File: src/rtl/dma_bus_arbiter_pkg.sv
// Shared types and constants for the DMA bus arbiter.
package dma_pkg;

  // Arbiter FSM states
  typedef enum logic [2:0] {
    IDLE    = 3'd0,
    DRAIN   = 3'd1,
    GRANT   = 3'd2,
    RELEASE = 3'd3,
    FAULT   = 3'd4
  } dma_state_e;

  // One DMA burst is 12 words of 16 bits
  localparam int DMA_BURST_WORDS = 12;
  localparam int WORD_SIZE       = 16;

  // The CPU is held off in every state except IDLE
  function automatic logic stall_for(input dma_state_e s);
    return (s != IDLE);
  endfunction

endpackage

File: src/rtl/dma_bus_arbiter_irq_latch.sv
// Rising-edge detector plus set/ack level latch for a device interrupt.
// A held-high event input yields one set only; set beats a same-cycle ack.
module irq_latch (
  input  logic clk,
  input  logic rst,
  input  logic evt,
  input  logic ack,
  output logic irq
);

  logic evt_q, evt_d;
  logic irq_q, irq_d;
  logic rise;

  // Edge detect against last cycle's sample; set has priority over ack
  always_comb begin
    rise  = evt & ~evt_q;
    evt_d = evt;
    irq_d = irq_q;
    if (rise)     irq_d = 1'b1;
    else if (ack) irq_d = 1'b0;
  end

  // Event history and interrupt level registers
  always_ff @(posedge clk or posedge rst) begin
    if (rst) begin
      evt_q <= 1'b0;
      irq_q <= 1'b0;
    end else begin
      evt_q <= evt_d;
      irq_q <= irq_d;
    end
  end

  assign irq = irq_q;

endmodule

File: src/rtl/dma_bus_arbiter.sv
// CPU / DMA bus arbiter: grants the bus to the DMA only when no CPU
// data access is in flight, stalls the CPU while the DMA owns the bus,
// takes the bus back on a grant overrun, and latches the DMA-done IRQ.
module dma_bus_arbiter
  import dma_pkg::*;
#(
  parameter int MAX_GRANT = DMA_BURST_WORDS,
  parameter int CNT_W     = 4
) (
  input  logic             CLK,
  input  logic             RST,
  input  logic             BR,
  input  logic             dma_end,
  input  logic             cpu_busy,
  input  logic             cpu_irq_ack,
  output logic             BG,
  output logic             cpu_stall,
  output logic             cpu_irq,
  output logic             bus_err,
  output logic [CNT_W-1:0] grant_cnt
);

  localparam logic [CNT_W-1:0] CNT_MAX = CNT_W'(MAX_GRANT);

  dma_state_e       state_q, state_d;
  logic [CNT_W-1:0] grant_cnt_q, grant_cnt_d;
  logic [CNT_W-1:0] cnt_inc;
  logic             bg_q, bg_d;
  logic             stall_q, stall_d;
  logic             bus_err_q, bus_err_d;

  // Next-state logic. The overrun test uses the count including the
  // current grant cycle, so BG is high for at most MAX_GRANT cycles.
  always_comb begin
    state_d = state_q;
    cnt_inc = (grant_cnt_q == CNT_MAX) ? grant_cnt_q : grant_cnt_q + CNT_W'(1);
    case (state_q)
      IDLE: begin
        if (BR) state_d = cpu_busy ? DRAIN : GRANT;
      end
      DRAIN: begin
        if (!BR)           state_d = IDLE;
        else if (!cpu_busy) state_d = GRANT;
      end
      GRANT: begin
        if (!BR)                  state_d = RELEASE;
        else if (cnt_inc == CNT_MAX) state_d = FAULT;
      end
      RELEASE: state_d = IDLE;
      FAULT: begin
        if (!BR) state_d = RELEASE;
      end
      default: state_d = IDLE;
    endcase
  end

  // Grant counter, registered outputs and sticky overrun flag
  always_comb begin
    grant_cnt_d = grant_cnt_q;
    case (state_q)
      IDLE, DRAIN: grant_cnt_d = '0;
      GRANT:       grant_cnt_d = cnt_inc;
      default:     grant_cnt_d = grant_cnt_q;
    endcase
    if ((state_d == GRANT) && (state_q != GRANT)) grant_cnt_d = '0;

    bg_d      = (state_d == GRANT);
    stall_d   = stall_for(state_d);
    bus_err_d = bus_err_q | ((state_q == GRANT) && (state_d == FAULT));
  end

  // State and output registers, asynchronously cleared
  always_ff @(posedge CLK or posedge RST) begin
    if (RST) begin
      state_q     <= IDLE;
      grant_cnt_q <= '0;
      bg_q        <= 1'b0;
      stall_q     <= 1'b0;
      bus_err_q   <= 1'b0;
    end else begin
      state_q     <= state_d;
      grant_cnt_q <= grant_cnt_d;
      bg_q        <= bg_d;
      stall_q     <= stall_d;
      bus_err_q   <= bus_err_d;
    end
  end

  irq_latch u_dma_irq (
    .clk (CLK),
    .rst (RST),
    .evt (dma_end),
    .ack (cpu_irq_ack),
    .irq (cpu_irq)
  );

  assign BG        = bg_q;
  assign cpu_stall = stall_q;
  assign bus_err   = bus_err_q;
  assign grant_cnt = grant_cnt_q;

endmodule
File: config.mk
export PLATFORM = sky130hd
export DESIGN_NAME = dma_bus_arbiter
export DESIGN_NICKNAME = d
export VERILOG_FILES = /design/src/rtl/dma_bus_arbiter_pkg.sv /design/src/rtl/dma_bus_arbiter_irq_latch.sv /design/src/rtl/dma_bus_arbiter.sv
export SDC_FILE = /design/constraint.sdc
export NUM_CORES = 1
export LEC_CHECK = 0
export ABC_AREA = 1
export BUFFER_PORTS_ARGS = -buffer_cell sky130_fd_sc_hd__buf_2
export CAP_MARGIN = 5
export CORE_MARGIN = 5
export CORE_UTILIZATION = 46
export CTS_CLUSTER_SIZE = 12
export DETAILED_ROUTE_END_ITERATION = 10
export GPL_ROUTABILITY_DRIVEN = 1
export PLACE_DENSITY = 0.77
export SLEW_MARGIN = 20
export SYNTH_ARGS = -nofsm -noshare
export SYNTH_HDL_FRONTEND = slang
export SYNTH_SLANG_ARGS = --single-unit
File: constraint.sdc
create_clock -name CLK -period 1.5 [get_ports CLK]
set_clock_uncertainty 0.15 [all_clocks]
set_input_delay 0.075 -clock CLK [delete_from_list [all_inputs] [get_ports CLK]]
set_output_delay 0.075 -clock CLK [all_outputs]
set_load 0.03 [all_outputs]
==> results.md <==
### Final layout
- 0.695 — final design utilization
- 38.4% — synthesis-to-finish area growth
- 0.430 — share of layout cells above drive strength 1
- 123 — Nets
- 0 — number of antenna diodes
- 938 um^2 — post-route cell area

### Clocking
- 2 — largest buffer count on any clock path
- 70 ps — register clock-pin slew on the reported worst setup and hold paths
- sky130_fd_sc_hd__clkbuf_4 — cell chosen for the clock root
- 12 — sink count of the clock tree
- 3 — Inserted Clock Buffers
- 270 ps — clock latency reported for the late side of the worst-skew pair
- yes — TritonCTS clock tree
- 1 — CTS H-tree depth

### Power
- 0.313 — part of the power in registers
- 1.62 mW — PnR Total Power
- 0.469 — fraction of power spent switching nets
- 0.491 nW — Pleak
- 0.559 — Comb power frac
- 0.862 mW — internal power
- 1730 nW/um^2 — Power per Cell Area
- 0.000993 V — peak ir drop on the vdd network
- 0.762 mW — Switching Power
- 0.128 — share of power burned in the clock network

### Die
- 0.502 — Initial Utilization
- 48.4 um — horizontal die dimension
- 48.4 um — die height
- 14 — I/O pin total
- 1350 um^2 — Core Footprint
- 2340 um^2 — Total Die Area
- 13 — Placement Rows

### Route
- 4.96 — Avg Vias per Cell
- 4 — number of iterations in the first detailed-routing pass
- 11.7 um — average wire per standard cell
- 1.51 mm — Total Routed Length
- 0 — remaining antenna violation count
- 0 — DR DRC count
- 7 — drt first-iter violations
- 640 — routed vias

### Synth
- 0 — number of enable flip-flop cells after synthesis
- 0.443 — portion of synthesized cell area occupied by the leading cell type
- sky130_fd_sc_hd__nand2_1 — most common cell in the synthesized netlist
- 12 — synthesis-stage register bit count
- 0.443 — sequential cell area fraction in the yosys report
- 678 um^2 — cell area after technology mapping
- 16 — post-synthesis cell type count
- 0 — number of warnings issued by yosys
- 1.00 — FFs w/ async S/R, synth
- 7.89 um^2 — mean area per synthesized cell
- 86 — synthesized instance count
- sky130_fd_sc_hd__dfrtp_1 — most used flip-flop cell after synthesis
- sky130_fd_sc_hd__nand2_1 (21), sky130_fd_sc_hd__inv_1 (18), sky130_fd_sc_hd__dfrtp_1 (12), sky130_fd_sc_hd__nor2_1 (6), sky130_fd_sc_hd__o22ai_1 (5) — leading cell types by count after synthesis
- sky130_fd_sc_hd__dfrtp_1 — post-synth top area cell
- sky130_fd_sc_hd__dfrtp_1 (44%), sky130_fd_sc_hd__nand2_1 (12%), sky130_fd_sc_hd__inv_1 (10%) — main area contributors after synthesis
- 94 — nets in the synthesized netlist

### Critical path
- 1510 ps — required time of the critical path
- flop — crit path capture type
- 4 — peak fanout along the critical path
- flop — kind of launch point of the worst setup path
- 9 — reg2reg path depth
- 1590 ps — Worst Path Arrival
- flop to flop — type of the worst setup path

### Timing
- 0 — final-report hold violation count
- true — setup repair after global routing missed its margin
- -76.6 ps — setup slack of the critical path after layout
- 467 ps — Worst Tran Pin Value
- -216 ps — setup_tns
- 0.688 — Slew Limit Headroom
- 1.05 — period utilisation layout
- 0 — Slew Limit Fails
- 1580 ps — minimum clock period
- 0.634 GHz — Peak Freq
- 4 — # setup viols final

### Run status
- setup timing — violated checks
- finished, violations left — status

### Placement
- 0.913 — global placer's final weighted congestion
- 820 um^2 — instance area at placement
- 1.02 mm — post-DP HPWL
- -77.4 ps — Post-Place Worst Slack
- 13 — Port Buffer Count

### Global route
- 2.46 mm — global-route wire length before repair
- 0 — sum of overflow across all layers after global routing
- 0.125 — global-route total usage across every layer
- 623 — via count of the first global-routing pass
- 13 — largest net degree at the start of global routing
- 0 — antenna violations before repair

### Worst hold path
- primary input to asynchronous set/reset pin — Hold Path Class

### Run
- 0 — number of max-cap violations

==> area by class of cell <==
class / instances / area, um^2
fillers: 112 / 412
multi-input cells: 55 / 359
flip-flops and latches: 12 / 303
repair buffers: 24 / 160
inverters: 19 / 71.3
clock buffers: 4 / 26.3
well taps: 15 / 18.8
==> registers in the layout, indices dropped and copies added, names as in the netlist <==
| name | cells |
|---|---|
| grant_cnt | 4 |
| state_q | 3 |
| BG | 1 |
| bus_err | 1 |
| cpu_stall | 1 |
| u_dma_irq.evt_q | 1 |
| u_dma_irq.irq | 1 |
==> final timing paths <==
path | startpoint | end | slack, ps
worst max-delay path | grant_cnt[0]$_DFFE_PP0P_ | cpu_stall$_DFF_PP0_ | -80
worst min-delay path | RST | u_dma_irq.irq$_DFFE_PP0P_ | 210
worst max register to register | grant_cnt[0]$_DFFE_PP0P_ | cpu_stall$_DFF_PP0_ | -80
worst min register to register | bus_err$_DFF_PP0_ | bus_err$_DFF_PP0_ | 300
max in group asynchronous | RST | grant_cnt[0]$_DFFE_PP0P_ | 650
min in group CLK | bus_err$_DFF_PP0_ | bus_err$_DFF_PP0_ | 300
==> cell usage in the layout (no fill, tap or decap), drive strengths merged <==
| cell | instances |
|---|---|
| ha | 2 |
| nor2 | 12 |
| nand2 | 24 |
| inv | 19 |
| a21oi | 3 |
| nand3 | 6 |
| clkbuf | 4 |
| dlygate4sd3 | 5 |
| o22ai | 5 |
| buf | 19 |
| nand4 | 2 |
| dfrtp | 12 |
| o21ai | 1 |
==> worst max-delay path, stage by stage, from the launching register on <==
cell and delay (ps):
sky130_fd_sc_hd__dfrtp_2 430, sky130_fd_sc_hd__ha_2 200, sky130_fd_sc_hd__inv_1 60, sky130_fd_sc_hd__nand2_1 80, sky130_fd_sc_hd__nand3_2 100, sky130_fd_sc_hd__nand3_2 80
sky130_fd_sc_hd__nor2_4 120, sky130_fd_sc_hd__nor2_2 50, sky130_fd_sc_hd__nor2_4 120, sky130_fd_sc_hd__nand3_2 60
==> metal layers <==
layer,up-vias,track usage,share of wire
li1,324,-,-
met1,296,0.162,0.45
met2,18,0.204,0.49
met3,2,0.0275,0.053
met4,0,0.0415,0.0040
met5,-,0,0
==> power by group through the flow <==
stage                     logic (mW)  clock network (mW)  registers [mW]
after global placement         0.815                   0           0.507
after detailed placement       0.831                   0           0.508
after floorplan                0.466                   0           0.625
final                          0.908               0.208           0.509
after CTS                      0.840               0.212           0.504
after global routing            1.01               0.226           0.523
==> through the flow <==
step,hold WS [ps],cells
3_3_place_gp,-57.2,119
2_1_floorplan,-210,86
6_report,207,129
3_5_place_dp,-44.8,119
4_1_cts,211,129
5_1_grt,247,129
==> timing repair <==
item | in CTS | in global routing
endpoints found under the hold margin | 16 | 0
buffers inserted | 1 | 0
gates resized for setup | 1 | 10
gates cloned | 0 | 0
hold buffers | 5 | 0
endpoints found under the setup margin | 3 | 6
pin swaps | 1 | 1
==> kinds of logic (layout without fill, tap and decap cells) <==
family,count (synthesis),after routing,synth area share
adder cells (fa/ha/maj),2,2,0.0369
AND/OR/NAND/NOR,44,44,0.339
buffers and inverters,19,47,0.105
AO/OA/AOI/OAI,9,9,0.0756
flip-flops,12,12,0.443
(Power assumes the default switching activity.)
